**config.mk**
```make
export PLATFORM = sky130hd
export DESIGN_NAME = sequence_pattern_detector_moore
export DESIGN_NICKNAME = d
export VERILOG_FILES = /design/src/rtl/sequence_pattern_detector_moore.sv
export SDC_FILE = /design/constraint.sdc
export NUM_CORES = 1
export LEC_CHECK = 0
export ABC_AREA = 1
export BUFFER_PORTS_ARGS = -buffer_cell sky130_fd_sc_hd__buf_2
export CAP_MARGIN = 5
export CORE_AREA = 2 2 39 41
export DETAILED_ROUTE_END_ITERATION = 10
export DIE_AREA = 0 0 41 43
export SLEW_MARGIN = 20
export SYNTH_ARGS = -nofsm -noshare
export SYNTH_HDL_FRONTEND = slang
export SYNTH_SLANG_ARGS = --single-unit
```
**constraint.sdc**
```tcl
create_clock -name clock -period 1.2 [get_ports clock]
set_clock_uncertainty 0.2 [all_clocks]
set_input_delay 0.12 -clock clock [delete_from_list [all_inputs] [get_ports clock]]
set_output_delay 0.12 -clock clock [all_outputs]
set_load 0.03 [all_outputs]
```
**src/rtl/sequence_pattern_detector_moore.sv**
```systemverilog
// Moore FSM flagging the serial pattern 1011 (overlapping) on sequence_in.
// Ports: clock, reset (async active-low), sequence_in, detector_out.
module sequence_pattern_detector_moore (
    input  logic clock,
    input  logic reset,
    input  logic sequence_in,
    output logic detector_out
);

    typedef enum logic [2:0] {
        S_IDLE = 3'd0,
        S_1    = 3'd1,
        S_10   = 3'd2,
        S_101  = 3'd3,
        S_1011 = 3'd4
    } state_e;

    state_e state_q;
    state_e state_d;

    always_ff @(posedge clock or negedge reset) begin
        if (!reset) begin
            state_q <= S_IDLE;
        end else begin
            state_q <= state_d;
        end
    end

    always_comb begin
        state_d      = S_IDLE;
        detector_out = 1'b0;
        case (state_q)
            S_IDLE: state_d = sequence_in ? S_1 : S_IDLE;
            S_1:    state_d = sequence_in ? S_1 : S_10;
            S_10:   state_d = sequence_in ? S_101 : S_IDLE;
            // a 0 after "101" or "1011" still ends in "10"
            S_101:  state_d = sequence_in ? S_1011 : S_10;
            S_1011: begin
                detector_out = 1'b1;
                state_d      = sequence_in ? S_1 : S_10;
            end
            // unused encodings recover to idle
            default: state_d = S_IDLE;
        endcase
    end

endmodule

```
After elaboration in Yosys (flattened, before gate mapping):

Index checks and enable logic that the tools add are counted.

* flip-flop bits (word level): 3

* mux-type cells: 6
* equal/unequal tests: 4
* reduce and logical (&&, ||, !) cells: 2

Operators with widths (count)
* one-hot mux 3 bit (4 select lines): 1
* equality test 3 x 2 -> 1 bit, second input constant: 2
* 2-to-1 mux 2 bit: 2
* equality test 3 x 1 -> 1 bit, second input constant: 1
* equality test 3 bit, second input constant: 1
* logical NOT 3 bit: 1
* 2-to-1 mux 3 bit: 1
* 2-to-1 mux 1 bit: 2
* OR reduction 2 bit: 1

Logic depth before layout (Yosys ltp):

Gate-level depths: netlist of run 1.

* word-level depth: 3
* mapped depth: 4

Least setup slack after synthesis of run 1:

Ideal clock, no wire load.

* kind: register to output
* from: register state_q[1]
* to: output detector_out
* data required time: 0.880 ns
* stages on the path, launching flop included: 2
* arrival time: 1.095 ns
* path slack: -0.215 ns
* path through: dfrtp_1 -> nor3_1

* word-level cells in the longest chain between the ends: 2

Ends and longest elaborated chain
* from (decl): RTL line 18 `state_e state_q;`
* from (signal assigned): RTL line 25 `state_q <= state_d;`
* equality test 3 bit: RTL line 32 `case (state_q)`
* 2-to-1 mux 1 bit: RTL line 32
* to (decl): RTL line 7 `output logic detector_out`

No other way between the ends.

Worst setup path after layout of run 1:

Ends and elaborated chain as after synthesis.

==> flow_summary_export.csv, run 1 <==
group,metric,value,unit
status,outcome,"finished with violations",
status,violations,"setup timing",
run,cap_violations,0,
detailed_routing,ant_nets,0,
grt,grt_antenna_before_repair,0,
yosys,netlist_area,133.9,um^2
placement,portBuffers,3,
grt,met1_usage,4.545,%
detailed_routing,post_drt_wl_per_cell,7.917,um
cells_and_area,largest_reg_flops,3,
sta,hold_viol,0,
pwr,p_sw,0.1229,mW
yosys,postSynthCellCount,18,
detailed_routing,drt_wl_total,380,um
cells_and_area,final_core_util,19.44,%
cells_and_area,post_route_cells_drive_above_1_share,43.75,%
grt,track_usage,5.740,%
yosys,yosysSeqAreaShare,56.07,%
yosys,yosys_warnings,0,
sta,fin_ws,-92.20,ps
detailed_routing,drc_errors,0,
cells_and_area,top_register,"state_q",
sta,finalSetupViolations,1,
worst_setup_path,crit_path_end_kind,"output pin",
clock_tree,clock_sinks,3,
pwr,power.density,1588,mW/mm^2
cells_and_area,multi_input_area,66.31,um^2
clock_tree,cts_tree,"yes",
yosys,synth_seq_cells,3,
sta,fin_crit,1292,ps
floorplan,die_w,41,um
yosys,synth_common_cells,"nand2_1 (6), nor2_1 (6), dfrtp_1 (3)",
clock_tree,htree_num_levels,1,
grt,grt_pass1_wl,586,um
worst_setup_path,cp.arrival,970,ps
yosys,synth_ff_type,"dfrtp_1",
placement,pre_cts_slack,91.44,ps
worst_setup_path,critPathLaunchType,"register",
detailed_routing,firstDrtPassIters,1,
pwr,power.total,0.4272,mW
pwr,power.internal,0.3042,mW
yosys,netlist.area_leader.share,56.07,%
yosys,synth_edf_count,0,
worst_setup_path,crit_type,"register to output pin",
clock_tree,clk_latency,230,ps
cells_and_area,fin_nets,36,
yosys,async_reset_ff_share,100.0,%
cells_and_area,area_growth,100.9,%
grt,use_met2,7.813,%
pwr,p_leak,0.1329,nW
sta,worst_pin_slew,133.3,ps
sta,rsz0062_at_grt,"yes",
clock_tree,clock-root-buffer,"clkbuf_4",
grt,use_met3,3.141,%
placement,placedCellCount,37,
floorplan,row_count,14,
cells_and_area,reg.largest.list,"state_q: 3 flops",
detailed_routing,drt_iter0_drc,0,
detailed_routing,vias_per_cell,3.292,
grt,grt_max_degree,5,
floorplan,die-area,0.001763,mm^2
sta,period_share,107.7,%
worst_hold_path,hp-class,"register to register",
cells_and_area,antenna_cells,0,
floorplan,dieHeight,43,um
pwr,comb_power_share,26.8,%
clock_tree,cts-buffers-inserted,3,
placement,routabilityCongestion,0.5467,
yosys,syn-num-nets,21,
sta,slew_viol_final,0,
pwr,seq_power_share,31.6,%
grt,grt-busiest-layer,"met4",
sta,max_slew_margin,91.08,%
sta,timing.hold.ws,451.8,ps
clock_tree,cts_buffer_depth,2,
cells_and_area,fillers,159,
cells_and_area,fin_cells,48,
sta,fmax,0.7739,GHz
cells_and_area,seq_area,75.07,um^2
clock_tree,clk_pin_slew,40,ps
yosys,synthTopCellsByArea,"dfrtp_1 (56%), nand2_1 (17%), nor2_1 (17%)",
floorplan,core-area,0.001384,mm^2
yosys,avgSynthCellArea,7.438,um^2
worst_setup_path,worst_ep_required_time,880,ps
pwr,ir_worst_vdd,453.3,uV
detailed_routing,vias,158,
pwr,p_sw_share,28.78,%
floorplan,start_util,9.674,%
floorplan,pin_count,4,
yosys,ys_types,6,
grt,grt_pass1_vias,168,
worst_setup_path,crit_fanout,2,
pwr,clkPwrFrac,41.5,%
placement,dp_hpwl,215.1,um
yosys,synth_top_cell_by_area,"dfrtp_1",
grt,gr-total-overflow,0,
## layer usage
metal / share of wire (%) / up-vias
li1: - / 82
met1: 39 / 68
met2: 52 / 6
met3: 4.7 / 2
met4: 3.7 / 0
met5: 0 / -
## cell families (layout without fill, tap and decap cells)
family | count (synthesis) | after routing | share of synthesized area, %
AO/OA/AOI/OAI | 1 | 1 | 3.735
buffers and inverters | 1 | 15 | 2.801
flip-flops | 3 | 3 | 56.07
AND/OR/NAND/NOR | 13 | 13 | 37.38
## cell type report
cell class | count | area share [%]
flip-flops and latches | 3 | 27.91
repair buffers | 10 | 28.84
multi-input cells | 14 | 24.65
well taps | 16 | 7.442
inverters | 1 | 1.395
clock buffers | 4 | 9.767
## critical path: stages, from the launching register on
cell	delay [ps]
dfrtp_1	390
nor3_2	170
buf_4	180
## timing repair
item                                    4_1_cts  5_1_grt
gates cloned                                  0        0
buffers inserted                              4        1
hold buffers                                  3        0
gates resized for setup                       2        3
pin swaps                                     1        5
hold endpoints to repair                      5        0
endpoints found under the setup margin        1        2
## final timing paths
path | start | endpoint | slack (ps) | cells past startpoint
worst min register to register | state_q[2]$_DFF_PN0_ | state_q[2]$_DFF_PN0_ | 450 | 4
worst min-delay path | state_q[2]$_DFF_PN0_ | state_q[2]$_DFF_PN0_ | 450 | 4
min in group asynchronous | reset | state_q[0]$_DFF_PN0_ | 550 | 3
worst max register to register | state_q[0]$_DFF_PN0_ | state_q[1]$_DFF_PN0_ | 70 | 4
max in group asynchronous | reset | state_q[2]$_DFF_PN0_ | 110 | 3
worst max-delay path | state_q[1]$_DFF_PN0_ | detector_out | -90 | 2
## cell usage in the layout, fill, tap and decap left out
cell,instances
buf_2,2
clkbuf_4,3
o21ai_2,1
nor2_1,5
nor2_2,1
nor3_2,1
clkbuf_1,1
dfrtp_1,3
dlygate4sd3_1,3
inv_2,1
nand2_1,6
buf_4,5
## per-stage QoR
stage	setup TNS (ps)	area (um^2)
after floorplan	0	138.9
after global placement	0	173.9
after detailed placement	0	173.9
after CTS	-105.1	262.8
after global routing	-153.0	269.0
final	-92.20	269.0
## power by group through the flow
stage / clock network, mW / registers (mW) / logic, mW
after floorplan: 0 / 0.139 / 0.0415
final: 0.177 / 0.135 / 0.115
after CTS: 0.190 / 0.134 / 0.106
after detailed placement: 0 / 0.143 / 0.0569
after global placement: 0 / 0.142 / 0.0541
after global routing: 0.200 / 0.136 / 0.129
(Power assumes the default switching activity.)
==> run 2, diff against run 1 <==
clock period = 1.6 ns   (was 1.2 ns; I/O delays follow)
==> flow_summary_export.csv, run 2 (synthesis gave the netlist of run 1 again) <==
group,metric,value,unit
cells_and_area,fin_nets,31,
floorplan,dieHeight,43,um
grt,track_usage,4.930,%
placement,placedCellCount,37,
cells_and_area,final_core_util,15.55,%
sta,fin_crit,1404,ps
sta,max_slew_margin,89.74,%
detailed_routing,ant_nets,0,
worst_setup_path,crit_type,"register to output pin",
detailed_routing,vias,139,
run,cap_violations,0,
sta,rsz0062_at_grt,"no",
sta,hold_viol,0,
cells_and_area,fillers,158,
clock_tree,htree_num_levels,1,
grt,grt_max_degree,6,
pwr,power.total,0.2798,mW
worst_hold_path,hp-class,"input pin to asynchronous set/reset pin",
cells_and_area,fin_cells,43,
pwr,power.density,1300,mW/mm^2
clock_tree,cts-buffers-inserted,3,
floorplan,row_count,14,
placement,pre_cts_slack,445.2,ps
floorplan,core-area,0.001384,mm^2
detailed_routing,post_drt_wl_per_cell,6.674,um
sta,fmax,0.7125,GHz
cells_and_area,largest_reg_flops,3,
clock_tree,cts_resized,0,
worst_setup_path,crit_path_cell_trace,"nor3_1 -> buf_2",
status,outcome,"finished clean",
cells_and_area,post_route_cells_drive_above_1_share,22.22,%
cells_and_area,top_register,"state_q",
clock_tree,clock-root-buffer,"clkbuf_4",
pwr,p_leak,0.1066,nW
grt,grt_pass1_wl,489,um
clock_tree,cts_tree,"yes",
placement,routabilityCongestion,0.5684,
cells_and_area,reg.largest.list,"state_q: 3 flops",
cells_and_area,mostFrequentLayoutCells,"nor2_1 (6), nand2_1 (6), clkbuf_4 (3), buf_2 (3), dfrtp_1 (3)",
sta,slew_viol_final,0,
worst_setup_path,crit_path_end_kind,"output pin",
sta,finalSetupViolations,0,
worst_setup_path,cp_num_buf_inv,1,
clock_tree,clk_pin_slew,40,ps
sta,period_share,87.72,%
worst_setup_path,slowest_delay,400,ps
floorplan,die-area,0.001763,mm^2
worst_setup_path,critPathLaunchType,"register",
sta,timing.hold.ws,50.59,ps
sta,timing.setup.tns,0,ps
placement,portBuffers,3,
detailed_routing,drt_wl_total,287,um
cells_and_area,final_area,215.2,um^2
worst_setup_path,critical_path.top_delay_family,"flip-flops",
detailed_routing,drc_errors,0,
detailed_routing,firstDrtPassIters,4,
clock_tree,cts_setup_buffers,0,
sta,worst_pin_slew,152.7,ps
clock_tree,cts_buffer_depth,2,
pwr,ir_worst_vdd,265.5,uV
cells_and_area,antenna_cells,0,
placement,dp_hpwl,213.7,um
cells_and_area,area_growth,60.75,%
grt,gr-total-overflow,0,
worst_setup_path,crit_fanout,4,
floorplan,die_w,41,um
clock_tree,postCtsHoldBufs,2,
sta,fin_ws,196.4,ps
placement,dpl-instance-area,168.9,um^2
clock_tree,clk_latency,230,ps
detailed_routing,vias_per_cell,3.233,
grt,grt_pass1_vias,140,
grt,grt_antenna_before_repair,0,
worst_setup_path,worst_ep_required_time,1240,ps
clock_tree,clock_sinks,3,
floorplan,pin_count,4,
worst_setup_path,crit_slowest_cell,"dfrtp_1",
detailed_routing,drt_iter0_drc,3,
floorplan,start_util,9.674,%
worst_setup_path,cp.arrival,1040,ps
-- run 2: path summary, 6_finish.rpt --
| kind | from | end | slack, ps | cells past startpoint |
|---|---|---|---|---|
| worst min-delay path | reset | state_q[1]$_DFF_PN0_ | 50 | 2 |
| worst max register to register | state_q[0]$_DFF_PN0_ | state_q[1]$_DFF_PN0_ | 600 | 3 |
| worst max-delay path | state_q[1]$_DFF_PN0_ | detector_out | 200 | 2 |
| min in group clock | state_q[2]$_DFF_PN0_ | state_q[2]$_DFF_PN0_ | 360 | 3 |
| worst min register to register | state_q[2]$_DFF_PN0_ | state_q[2]$_DFF_PN0_ | 360 | 3 |
| max in group asynchronous | reset | state_q[0]$_DFF_PN0_ | 1040 | 2 |
-- run 2: area by class of cell --
type / count / area, um^2 / share of cell area [%]
clock buffer: 4 / 26.28 / 12.21
inverter: 1 / 3.754 / 1.744
multi-input combinational: 14 / 55.05 / 25.58
sequential: 3 / 75.07 / 34.88
tap: 16 / 20.02 / 9.302
timing repair buffer: 5 / 35.03 / 16.28
-- run 2: power breakdown --
group	leakage (nW)	switching, mW	internal [mW]
sequential	0.0379	0.0141	0.0904
clock	0.0150	0.0379	0.0934
combinational	0.0537	0.0249	0.0191
total	0.107	0.0768	0.203
-- run 2: routing by layer --
| layer | global-route usage (%) | up-vias | part of all wire (%) |
|---|---|---|---|
| li1 | - | 73 | - |
| met1 | 4.531 | 58 | 45 |
| met2 | 5.313 | 8 | 43 |
| met3 | 4.712 | 0 | 12 |
| met4 | 6.000 | 0 | 0 |
| met5 | 0 | - | 0 |
==> run 3, diff against run 2 <==
PLACE_DENSITY = 0.31   (was unset)
==> flow_summary_export.csv, run 3 (synthesis gave the netlist of run 1 again) <==
group,metric,value,unit
detailed_routing,drc_errors,0,
clock_tree,cts_resized,0,
cells_and_area,largest_reg_flops,3,
clock_tree,htree_num_levels,1,
floorplan,pin_count,4,
pwr,ir_worst_vdd,340.1,uV
grt,gr-total-overflow,0,
detailed_routing,firstDrtPassIters,2,
placement,routabilityCongestion,0.6025,
worst_setup_path,cp.arrival,1040,ps
sta,worst_pin_slew,150.9,ps
worst_setup_path,critPathLaunchType,"register",
clock_tree,cts_tree,"yes",
sta,finalSetupViolations,0,
sta,fin_crit,1404,ps
cells_and_area,post_route_cells_drive_above_1_share,22.22,%
clock_tree,clk_pin_slew,40,ps
sta,fin_ws,195.7,ps
cells_and_area,area_growth,60.75,%
detailed_routing,drt_iter0_drc,4,
grt,grt_pass1_wl,524,um
sta,fmax,0.7121,GHz
cells_and_area,mostFrequentLayoutCells,"nor2_1 (6), nand2_1 (6), clkbuf_4 (3), buf_2 (3), dfrtp_1 (3)",
placement,dp_hpwl,202.2,um
cells_and_area,antenna_cells,0,
worst_setup_path,crit_fanout,4,
sta,timing.setup.tns,0,ps
worst_setup_path,crit_path_end_kind,"output pin",
grt,grt_antenna_before_repair,0,
floorplan,die_w,41,um
sta,period_share,87.77,%
clock_tree,cts_setup_buffers,0,
cells_and_area,fin_nets,31,
pwr,power.total,0.2821,mW
detailed_routing,ant_nets,0,
clock_tree,cts-buffers-inserted,3,
clock_tree,clk_latency,230,ps
floorplan,dieHeight,43,um
floorplan,row_count,14,
placement,portBuffers,3,
sta,hold_viol,0,
clock_tree,clock_sinks,3,
pwr,power.density,1311,mW/mm^2
grt,grt_max_degree,6,
detailed_routing,drt_wl_total,300,um
cells_and_area,fillers,153,
worst_setup_path,worst_ep_required_time,1240,ps
detailed_routing,vias_per_cell,2.930,
pwr,p_leak,0.1066,nW
clock_tree,postCtsHoldBufs,2,
sta,max_slew_margin,89.86,%
floorplan,die-area,0.001763,mm^2
cells_and_area,top_register,"state_q",
status,outcome,"finished clean",
detailed_routing,vias,126,
grt,track_usage,4.930,%
grt,grt_pass1_vias,138,
run,cap_violations,0,
sta,rsz0062_at_grt,"no",
clock_tree,cts_buffer_depth,2,
placement,pre_cts_slack,444.1,ps
worst_setup_path,crit_type,"register to output pin",
worst_hold_path,hp-class,"input pin to asynchronous set/reset pin",
clock_tree,clock-root-buffer,"clkbuf_4",
floorplan,start_util,9.674,%
floorplan,core-area,0.001384,mm^2
detailed_routing,post_drt_wl_per_cell,6.977,um
cells_and_area,reg.largest.list,"state_q: 3 flops",
sta,slew_viol_final,0,
run 3: power breakdown:
group          internal [mW]  leakage (nW)  switching, mW  total, mW
sequential            0.0904        0.0379         0.0142      0.105
clock                 0.0935        0.0150         0.0391      0.133
combinational         0.0191        0.0537         0.0257     0.0449
run 3: metrics by stage:
stage	instance area (um^2)	cells	utilization, %	hold WS, ps
CTS	215.2	43	15.55	30.57
detailed placement	168.9	37	12.21	-243.2
global route	215.2	43	15.55	59.33
finish	215.2	43	15.55	53.60
floorplan	133.9	18	-	-335.6
global placement	168.9	37	12.21	-244.0
run 3: per-layer routing:
layer	up-vias	track usage, %	share of wire (%)
met2	4	5.313	40
li1	72	-	-
met1	50	5.502	52
met5	-	0	0
met4	0	6.000	0
met3	0	3.141	7.3
run 3: path summary, 6_finish.rpt:
| path | from | to | slack (ps) | cells past startpoint |
|---|---|---|---|---|
| setup reg to reg | state_q[0]$_DFF_PN0_ | state_q[1]$_DFF_PN0_ | 600 | 3 |
| setup / recovery | state_q[1]$_DFF_PN0_ | detector_out | 200 | 2 |
| hold / removal | reset | state_q[0]$_DFF_PN0_ | 50 | 2 |
| hold reg to reg | state_q[2]$_DFF_PN0_ | state_q[2]$_DFF_PN0_ | 370 | 3 |
| max in group asynchronous | reset | state_q[1]$_DFF_PN0_ | 1040 | 2 |
| min in group clock | state_q[2]$_DFF_PN0_ | state_q[2]$_DFF_PN0_ | 370 | 3 |
run 3: area by class of cell:
cell class                      count  area [um^2]  area share, %
Clock buffer                        4        26.28          12.21
Inverter                            1        3.754          1.744
Multi-Input combinational cell     14        55.05          25.58
Sequential cell                     3        75.07          34.88
Tap cell                           16        20.02          9.302
Timing Repair Buffer                5        35.03          16.28
run 3: worst max-delay path, cell delays in order, from the launching register on:
cell	delay (ps)
dfrtp_1	400
nor3_1	190
buf_2	220
